[config.mk]
export PLATFORM = sky130hd
export DESIGN_NAME = debug_trace_flat
export DESIGN_NICKNAME = d
export VERILOG_FILES = /design/src/rtl/debug_trace_if.sv /design/src/rtl/debug_trace.sv /design/src/flat_wrapper.sv
export SDC_FILE = /design/constraint.sdc
export NUM_CORES = 1
export LEC_CHECK = 0
export CORE_MARGIN = 3
export CORE_UTILIZATION = 60
export DETAILED_ROUTE_END_ITERATION = 8
export PLACE_DENSITY_LB_ADDON = 0.08
export SLEW_MARGIN = 30
export SYNTH_ARGS = -nofsm -noshare
export SYNTH_HDL_FRONTEND = slang
export SYNTH_SLANG_ARGS = --single-unit
[constraint.sdc]
create_clock -name clk -period 4.6 [get_ports clk]
set_clock_uncertainty 0.2 [all_clocks]
set_input_delay 0.46 -clock clk [delete_from_list [all_inputs] [get_ports clk]]
set_output_delay 0.46 -clock clk [all_outputs]
set_load 0.02 [all_outputs]
[src/rtl/debug_trace_if.sv]
// Trace capture and readout bundle for debug_trace.
// The master drives fetch strobes and the read-side ready.
// The slave (the trace buffer) returns the readout stream.
// The stamp field is only present when DEBUG_TRACE_STAMP_EN is defined.
interface debug_trace_if #(
  parameter int CYC_W = 32
);
`ifdef DEBUG_TRACE_STAMP_EN
  localparam bit STAMP_ON = 1'b1;
`else
  localparam bit STAMP_ON = 1'b0;
`endif
  localparam int ENT_W = (STAMP_ON ? CYC_W : 0) + 28;

  logic             fetch;
  logic [15:0]      pc;
  logic [7:0]       ir;
  logic [3:0]       flags;
  logic             rd_valid;
  logic             rd_ready;
  logic             rd_last;
  logic [ENT_W-1:0] rd_data;

  modport master (
    output fetch, pc, ir, flags, rd_ready,
    input  rd_valid, rd_last, rd_data
  );

  modport slave (
    input  fetch, pc, ir, flags, rd_ready,
    output rd_valid, rd_last, rd_data
  );
endinterface

[src/rtl/debug_trace.sv]
// Instruction trace buffer.
// While armed, the circular buffer records one entry per fetch.
// A pc match fires the trigger, and post_cnt further fetches are then recorded.
// Afterwards the buffer is read out oldest-first over a valid/ready stream.
// Optional feature macro DEBUG_TRACE_STAMP_EN adds a free-running cycle counter.
// When it is defined, the counter value is stored in the MSBs of every entry.
//
// state | meaning
// IDLE  | nothing captured or readout finished; fetches ignored
// ARMED | recording every fetch, waiting for the trigger pc
// POST  | trigger seen, recording the remaining post-trigger fetches
// DONE  | capture finished, streaming entries out; fetches ignored
module debug_trace #(
  parameter int DEPTH = 16,
  parameter int CYC_W = 32
) (
  input  logic                     clk,
  input  logic                     rst,
  debug_trace_if.slave             tr,
  input  logic                     arm_i,
  input  logic                     trig_en_i,
  input  logic [15:0]              trig_pc_i,
  input  logic [$clog2(DEPTH)-1:0] post_cnt_i,
  output logic                     busy_o,
  output logic                     done_o,
  output logic                     triggered_o,
  output logic [$clog2(DEPTH):0]   count_o
);
  localparam int AW = $clog2(DEPTH);
  localparam int CW = AW + 1;
`ifdef DEBUG_TRACE_STAMP_EN
  localparam bit STAMP_ON = 1'b1;
`else
  localparam bit STAMP_ON = 1'b0;
`endif
  localparam int ENT_W = (STAMP_ON ? CYC_W : 0) + 28;

  typedef enum logic [1:0] {IDLE, ARMED, POST, DONE} state_e;

  state_e           state_q;
  logic [AW-1:0]    wr_ptr_q;
  logic [AW-1:0]    rd_ptr_q;
  logic [AW-1:0]    remain_q;
  logic [CW-1:0]    count_q;
  logic             trig_q;
  logic             rd_valid_q;
  logic             rd_last_q;
  logic [ENT_W-1:0] mem_q [DEPTH];

  logic             capture;
  logic             trig_hit;
  logic             xfer;
  logic [ENT_W-1:0] entry_d;
  logic [AW-1:0]    wr_ptr_d;
  logic [CW-1:0]    count_d;
  logic [AW-1:0]    oldest_d;

`ifdef DEBUG_TRACE_STAMP_EN
  logic [CYC_W-1:0] cyc_q;

  // Free-running cycle stamp, restarted from zero by arm
  always_ff @(posedge clk) begin
    if (!rst || arm_i) cyc_q <= '0;
    else               cyc_q <= cyc_q + CYC_W'(1);
  end

  assign entry_d = {cyc_q, tr.pc, tr.ir, tr.flags};
`else
  assign entry_d = {tr.pc, tr.ir, tr.flags};
`endif

  // Arm wins over a coincident fetch, and reset blocks any write on its edge.
  assign capture  = rst && !arm_i && tr.fetch && ((state_q == ARMED) || (state_q == POST));
  assign trig_hit = (state_q == ARMED) && trig_en_i && (tr.pc == trig_pc_i);
  assign xfer     = (state_q == DONE) && rd_valid_q && tr.rd_ready;

  // Pointer and count as they stand after this capture.
  assign wr_ptr_d = wr_ptr_q + AW'(1);
  assign count_d  = (count_q == CW'(DEPTH)) ? count_q : count_q + CW'(1);
  // Oldest entry: write pointer minus valid count, modulo DEPTH.
  // Before any wrap this is always 0; once the buffer is full it equals the write pointer.
  assign oldest_d = wr_ptr_d - count_d[AW-1:0];

  // Trace storage: written on capture only, never reset
  always_ff @(posedge clk) begin
    if (capture) mem_q[wr_ptr_q] <= entry_d;
  end

  // Capture / readout controller
  always_ff @(posedge clk) begin
    if (!rst) begin
      state_q    <= IDLE;
      wr_ptr_q   <= '0;
      rd_ptr_q   <= '0;
      remain_q   <= '0;
      count_q    <= '0;
      trig_q     <= 1'b0;
      rd_valid_q <= 1'b0;
      rd_last_q  <= 1'b0;
    end else if (arm_i) begin
      state_q    <= ARMED;
      wr_ptr_q   <= '0;
      rd_ptr_q   <= '0;
      remain_q   <= '0;
      count_q    <= '0;
      trig_q     <= 1'b0;
      rd_valid_q <= 1'b0;
      rd_last_q  <= 1'b0;
    end else begin
      case (state_q)
        ARMED, POST: begin
          if (tr.fetch) begin
            wr_ptr_q <= wr_ptr_d;
            count_q  <= count_d;
            if (trig_hit) begin
              trig_q <= 1'b1;
              if (post_cnt_i == '0) begin
                state_q    <= DONE;
                rd_ptr_q   <= oldest_d;
                rd_valid_q <= 1'b1;
                rd_last_q  <= (count_d == CW'(1));
              end else begin
                remain_q <= post_cnt_i;
                state_q  <= POST;
              end
            end else if (state_q == POST) begin
              remain_q <= remain_q - AW'(1);
              if (remain_q == AW'(1)) begin
                state_q    <= DONE;
                rd_ptr_q   <= oldest_d;
                rd_valid_q <= 1'b1;
                rd_last_q  <= (count_d == CW'(1));
              end
            end
          end
        end
        DONE: begin
          if (xfer) begin
            rd_ptr_q  <= rd_ptr_q + AW'(1);
            count_q   <= count_q - CW'(1);
            rd_last_q <= (count_q == CW'(2));
            if (count_q == CW'(1)) begin
              state_q    <= IDLE;
              rd_valid_q <= 1'b0;
              rd_last_q  <= 1'b0;
            end
          end
        end
        default: begin
        end
      endcase
    end
  end

  assign busy_o      = (state_q == ARMED) || (state_q == POST);
  assign done_o      = (state_q == DONE);
  assign triggered_o = trig_q;
  assign count_o     = count_q;
  assign tr.rd_valid = rd_valid_q;
  assign tr.rd_last  = rd_last_q;
  assign tr.rd_data  = mem_q[rd_ptr_q];
endmodule

[src/flat_wrapper.sv]
// flat-port wrapper written by rule: the top's interface ports become plain ports
module debug_trace_flat 
#(
  parameter int DEPTH = 16,
  parameter int CYC_W = 32
)
  (clk, rst, arm_i, trig_en_i, trig_pc_i, post_cnt_i, busy_o, done_o, triggered_o, count_o, tr_fetch, tr_pc, tr_ir, tr_flags, tr_rd_ready, tr_rd_valid, tr_rd_last, tr_rd_data);
  debug_trace_if #(.CYC_W(CYC_W)) tr_i ();
  input  logic clk;
  input  logic rst;
  input  logic arm_i;
  input  logic trig_en_i;
  input  logic [15:0] trig_pc_i;
  input  logic [$clog2(DEPTH)-1:0] post_cnt_i;
  output logic busy_o;
  output logic done_o;
  output logic triggered_o;
  output logic [$clog2(DEPTH):0] count_o;
  input wire logic [$bits(tr_i.fetch)-1:0] tr_fetch;
  input wire logic [$bits(tr_i.pc)-1:0] tr_pc;
  input wire logic [$bits(tr_i.ir)-1:0] tr_ir;
  input wire logic [$bits(tr_i.flags)-1:0] tr_flags;
  input wire logic [$bits(tr_i.rd_ready)-1:0] tr_rd_ready;
  output wire logic [$bits(tr_i.rd_valid)-1:0] tr_rd_valid;
  output wire logic [$bits(tr_i.rd_last)-1:0] tr_rd_last;
  output wire logic [$bits(tr_i.rd_data)-1:0] tr_rd_data;
  assign tr_i.fetch = tr_fetch;
  assign tr_i.pc = tr_pc;
  assign tr_i.ir = tr_ir;
  assign tr_i.flags = tr_flags;
  assign tr_i.rd_ready = tr_rd_ready;
  assign tr_rd_valid = tr_i.rd_valid;
  assign tr_rd_last = tr_i.rd_last;
  assign tr_rd_data = tr_i.rd_data;
  debug_trace #(.DEPTH(DEPTH), .CYC_W(CYC_W)) u_core (.clk(clk), .rst(rst), .tr(tr_i), .arm_i(arm_i), .trig_en_i(trig_en_i), .trig_pc_i(trig_pc_i), .post_cnt_i(post_cnt_i), .busy_o(busy_o), .done_o(done_o), .triggered_o(triggered_o), .count_o(count_o));
endmodule
==> results.cfg, run 1 <==
[critical_path]
crit_end = tr_rd_data[25]
worst_r2r_endpoint = u_core.mem_q[4][8]$_DFFE_PP_
ff2ff_path_depth = 8
startpoint_type = flip-flop
arrival_ps = 3290
worstPathRequired_ps = 3940
cp_max_fo = 24
rr_startpoint = u_core.state_q[0]$_SDFFE_PN0P_
cp-end-kind = primary output
crit_type = flip-flop to primary output
r2r_slack_ps = 1300

[place]
place_congestion = 0.829
placed_area_mm2 = 0.0205
dp_hpwl_um = 23800
port_buffers = 91
dp_slack_ps = 831

[logic_synthesis]
synth_edf_count = 448
synth.distinct_cells = 52
synth.net_count = 952
synth-seq-cells = 474
synth_area_mm2 = 0.0188
yosys_most_used_dff = edfxtp_1
synth.avg_cell_area_um2 = 21.4
async_flop_share_pct = 0
netlist.area_leader.share_pct = 71.4
synth_cells = 879
ys_seq_area_share_pct = 74.2
synthTopCellsByArea = edfxtp_1 (71%), mux4_2 (17%), dfxtp_1 (2.8%)
synth.largest_area_cell = edfxtp_1
yosysWarnings = 0

[clock_network]
root_buffer = clkbuf_16
cts_buffers = 46
htree_levels = 2
cts_setup_buffers = 0
postCtsHoldBufs = 0
clkLatencyLatePin_ps = 540
cts_tree = done
path_clk_slew_ps = 60
clock-sinks = 474
clockBufferDepth = 3
post_cts_resized = 0

[timing]
finalCritPeriodShare_pct = 85.8
hold_viol_final = 0
tightestPinTransition_ps = 875
setup_ws_ps = 654
finalSetupTns_ps = 0
maxSlewViolCount = 0
fin_crit_ps = 3950
slew_headroom_pct = 41.7
fmax_mhz = 253
setup_violations = 0
rsz0062_at_grt = no

[drt]
num_vias = 9252
dr.pass1.iters = 6
ant_nets = 0
wl_per_cell_um = 27.8
viasPerCell = 6.41
drt-initial-drc-count = 970
drc = 0
finalWirelength_um = 40100

[floorplanning]
initial_core_util_pct = 61.2
die_w_um = 183
dieArea_mm2 = 0.0335
row_count = 64
die_h_um = 183
pin_count = 92
coreArea_mm2 = 0.0307

[grt]
globalRouteTotalUtil_pct = 24.4
antenna_found_initial = 0
grt-ovfl-total = 0
grt_max_degree = 50
grt_pass1_vias = 9612
grt_first_pass_wirelength_um = 60300

[layout]
mostFrequentLayoutCells = edfxtp_1 (448), mux4_2 (140), clkdlybuf4s50_1 (91), clkbuf_16 (46), buf_4 (28)
fin_area_mm2 = 0.0219
drive_above_1_share_pct = 25.9
area_growth_pct = 16.5
antennaDiodeCount = 0
final_common_cell = edfxtp_1
fin_nets = 1086
nFillCells = 1836

[power]
powerDensity_mw_per_mm2 = 398
p_leak_nw = 6.73
peakVddDrop_mv = 0.345

[hold_path]
worstHoldPathType = flip-flop to flip-flop

[outcome]
status = finished, final reports clean

[flow_run]
maxCapViolCount = 0
-- cell families after synthesis --
kind of cell	after synthesis	synth area share [%]
AOI/OAI and AO/OA	54	1.91
xor gates and xnor gates	32	1.49
adders and majority gates	19	1.30
buffers and inverters	58	1.59
DFF	474	74.2
muxes	146	17.1
and+or+nand+nor	96	2.43
-- critical path, stage by stage (launching register included) --
cell and delay (ps):
dfxtp_4 690, buf_4 380, mux4_2 540, mux4_2 540, clkdlybuf4s50_1 570
-- through the flow --
| stage | std cells | hold slack, ps | utilization, % | power [mW] |
|---|---|---|---|---|
| final | 1443 | 306 | 71.4 | 8.73 |
| after global routing | 1443 | 343 | 71.4 | 8.99 |
| after CTS | 1443 | 295 | 71.4 | 8.78 |
| after detailed placement | 1361 | 278 | 66.7 | 5.28 |
| after global placement | 1361 | 267 | 66.7 | 5.25 |
| after floorplan | 879 | 268 | - | 5.06 |
-- area by class of cell --
cell class                      instances  area, um^2  area share (%)
Tap cell                              396         495            2.26
Inverter                               15        56.3           0.257
Clock buffer                           54        1190            5.43
Clock inverter                         28         226            1.03
Multi-Input combinational cell        347        4670            21.3
Timing Repair Buffer                  129        1320            6.02
Sequential cell                       474       14000            63.7
-- report_power, final --
part | internal (mW) | leakage, nW | switching, mW
Combinational | 0.200 | 1.79 | 0.235
Sequential | 4.73 | 4.24 | 0.0198
Clock | 2.02 | 0.704 | 1.52
-- registers in the layout, summed over array words and instances, names as in the netlist, named ones only --
| signal | cells |
|---|---|
| u_core.count_o | 5 |
| u_core.mem_q | 448 |
| u_core.rd_ptr_q | 4 |
| u_core.remain_q | 4 |
| u_core.state_q | 2 |
| u_core.tr.rd_last | 1 |
| u_core.tr.rd_valid | 1 |
| u_core.triggered_o | 1 |
| u_core.wr_ptr_q | 4 |
-- cells in the mapped netlist, types with 2 or more instances --
cell type,count
a211oi_1,3
a21oi_1,12
and2_1,2
and3_1,2
buf_1,7
buf_2,8
buf_6,9
clkbuf_1,18
dfxtp_1,26
edfxtp_1,448
ha_1,18
inv_1,15
mux2i_1,5
mux4_2,140
nand2_1,26
nand2b_1,5
nand3_1,10
nand3b_1,2
nand4_1,4
nor2_1,31
nor2b_1,3
nor3_1,6
o211ai_1,2
o21a_1,2
o21ai_0,12
o21ai_1,2
o221a_2,2
o22ai_1,5
xnor2_1,24
xor2_1,8
-- worst min path at each step --
stage                                          from                               to  slack [ps]  cells past startpoint
CTS                 u_core.triggered_o$_SDFFE_PP0P_  u_core.triggered_o$_SDFFE_PP0P_         290                      2
global placement    u_core.triggered_o$_SDFFE_PP0P_  u_core.triggered_o$_SDFFE_PP0P_         270                      2
floorplan            u_core.state_q[1]$_SDFFE_PP0P_   u_core.state_q[1]$_SDFFE_PP0P_         270                      2
global route         u_core.state_q[1]$_SDFFE_PP0P_   u_core.state_q[1]$_SDFFE_PP0P_         340                      2
detailed placement  u_core.triggered_o$_SDFFE_PP0P_  u_core.triggered_o$_SDFFE_PP0P_         280                      2
finish              u_core.triggered_o$_SDFFE_PP0P_  u_core.triggered_o$_SDFFE_PP0P_         310                      2
-- per-layer routing --
metal | up-vias | wire, um | global-route usage (%)
met5 | - | 0 | 0
met1 | 4877 | 16000 | 34.4
li1 | 3925 | - | -
met3 | 62 | 2310 | 3.27
met4 | 0 | 589 | 5.24
met2 | 388 | 21200 | 42.1
No activity file was read; power rests on OpenSTA's default activity.
==> run 2, diff against run 1 <==
--- a/config.mk
+++ b/config.mk
@@ -6,8 +6,9 @@
 export NUM_CORES = 1
 export LEC_CHECK = 0
 export CORE_MARGIN = 3
-export CORE_UTILIZATION = 60
+export CORE_UTILIZATION = 63
 export DETAILED_ROUTE_END_ITERATION = 8
+export DONT_BUFFER_PORTS = 1
 export PLACE_DENSITY_LB_ADDON = 0.08
 export SLEW_MARGIN = 30
 export SYNTH_ARGS = -nofsm -noshare
==> results.cfg, run 2 (synthesis results as in run 1) <==
[outcome]
status = finished, final reports clean

[layout]
largest_register = u_core.mem_q
seqCellArea_mm2 = 0.0140
nFillCells = 1595
area_growth_pct = 13.7
mostFrequentLayoutCells = edfxtp_1 (448), mux4_2 (140), clkbuf_16 (48), dlygate4sd3_1 (32), nand2_1 (26)
multi_input_area_mm2 = 0.00467
stdcell_count = 1364
final_common_cell = edfxtp_1
fin_area_mm2 = 0.0214
largest_reg_flops = 448
drive_above_1_share_pct = 26.5
fin_nets = 1018
antennaDiodeCount = 0

[timing]
maxSlewViolCount = 0
slew_headroom_pct = 45.2
setup_ws_ps = 861
rsz0062_at_grt = no
fin_crit_ps = 3740
hold_viol_final = 0
setup_violations = 0
tightestPinTransition_ps = 822
finalSetupTns_ps = 0
finalCritPeriodShare_pct = 81.3
fmax_mhz = 267

[critical_path]
cpMaxStageDelayCell = ha_1
startpoint_type = flip-flop
worstPathRequired_ps = 4820
cp-end-kind = flip-flop
max_stage_delay_ps = 730
path_delay_family = buffers and inverters
crit_type = flip-flop to flip-flop
worst-path-buf-inv = 2
path_cells = ha_1 -> mux2i_1 -> a21oi_1 -> a21oi_1 -> o21ai_0 -> dlygate4sd3_1 -> o311ai_1 -> dlygate4sd3_1
cp_max_fo = 18
arrival_ps = 3960

[clock_network]
post_cts_resized = 0
clkLatencyLatePin_ps = 540
htree_levels = 2
root_buffer = clkbuf_16
cts_buffers = 47
clockBufferDepth = 3
clock-sinks = 474
cts_tree = done
path_clk_slew_ps = 60

[grt]
globalRouteTotalUtil_pct = 25.3
grt_pass1_vias = 9547
grt-ovfl-total = 0
grt_first_pass_wirelength_um = 59000
antenna_found_initial = 0
grt_max_degree = 49

[floorplanning]
pin_count = 92
die_h_um = 179
coreArea_mm2 = 0.0291
initial_core_util_pct = 64.7
die_w_um = 179
row_count = 62
dieArea_mm2 = 0.0320

[power]
pwr-share-comb_pct = 4.2
seq_power_share_pct = 55.2
powerDensity_mw_per_mm2 = 402
p_int_mw = 6.85
p_leak_nw = 6.50
sw_frac_of_total_pct = 20.5
peakVddDrop_mv = 0.336
power.switching_mw = 1.77
total_power_mw = 8.61
pwr-share-clk_pct = 40.6

[place]
dp_hpwl_um = 22700
dp_slack_ps = 1400
dp_cells = 1244
port_buffers = 0
placed_area_mm2 = 0.0196
place_congestion = 0.880

[drt]
wl_per_cell_um = 28.3
num_vias = 8966
drc = 0
ant_nets = 0
viasPerCell = 6.57
drt-initial-drc-count = 853
finalWirelength_um = 38600
dr.pass1.iters = 5

[hold_path]
worstHoldPathType = primary input to flip-flop

[flow_run]
maxCapViolCount = 0
==> run 2: final timing paths <==
path / start / end / slack [ps] / cells past startpoint
worst max-delay path: u_core.state_q[1]$_SDFFE_PP0P_ / u_core.state_q[0]$_SDFFE_PN0P_ / 860 / 8
worst min-delay path: post_cnt_i[0] / u_core.remain_q[0]$_SDFFE_PP0P_ / 30 / 2
worst max register to register: u_core.state_q[1]$_SDFFE_PP0P_ / u_core.state_q[0]$_SDFFE_PN0P_ / 860 / 8
worst min register to register: u_core.rd_ptr_q[2]$_SDFFE_PP0P_ / u_core.rd_ptr_q[2]$_SDFFE_PP0P_ / 330 / 2
==> run 2: power by group through the flow <==
stage	Clock [mW]	Combinational (mW)	Sequential, mW
2_1_floorplan	0	0.228	4.84
3_3_place_gp	0	0.273	4.84
3_5_place_dp	0	0.284	4.85
4_1_cts	3.54	0.359	4.75
5_1_grt	3.72	0.390	4.75
6_report	3.50	0.358	4.75
==> run 2: worst reg2reg max path, stage by stage, from the launching register on <==
cell and delay [ps]:
dfxtp_1 410, ha_1 730, mux2i_1 170, a21oi_1 590, a21oi_1 150, o21ai_0 160, dlygate4sd3_1 560, o311ai_1 90
dlygate4sd3_1 570
==> run 2: through the flow <==
stage                     utilization (%)  hold slack (ps)
after floorplan                         -              268
after CTS                            73.2             4.78
after global routing                 73.6             33.8
final                                73.6             32.2
after detailed placement             67.3              311
after global placement               66.5              286
==> run 2: routing by layer <==
| layer | vias to the layer above | share of wire, % | GRT usage (%) |
|---|---|---|---|
| li1 | 3785 | - | - |
| met1 | 4697 | 40 | 35.7 |
| met2 | 408 | 51 | 42.0 |
| met3 | 76 | 7.1 | 4.74 |
| met4 | 0 | 2.2 | 5.97 |
| met5 | - | 0 | 0 |
==> run 2: final cells by class <==
type                    count  area share (%)
clock inverters            26           0.801
flip-flops and latches    474            65.3
multi-input cells         347            21.8
well taps                 384            2.24
clock buffers              58            5.79
repair buffers             60            3.78
inverters                  15           0.263
==> run 2: timing repair <==
item | CTS | global route
hold buffers | 32 | 0
buffers inserted | 0 | 0
hold endpoints to repair | 450 | 0
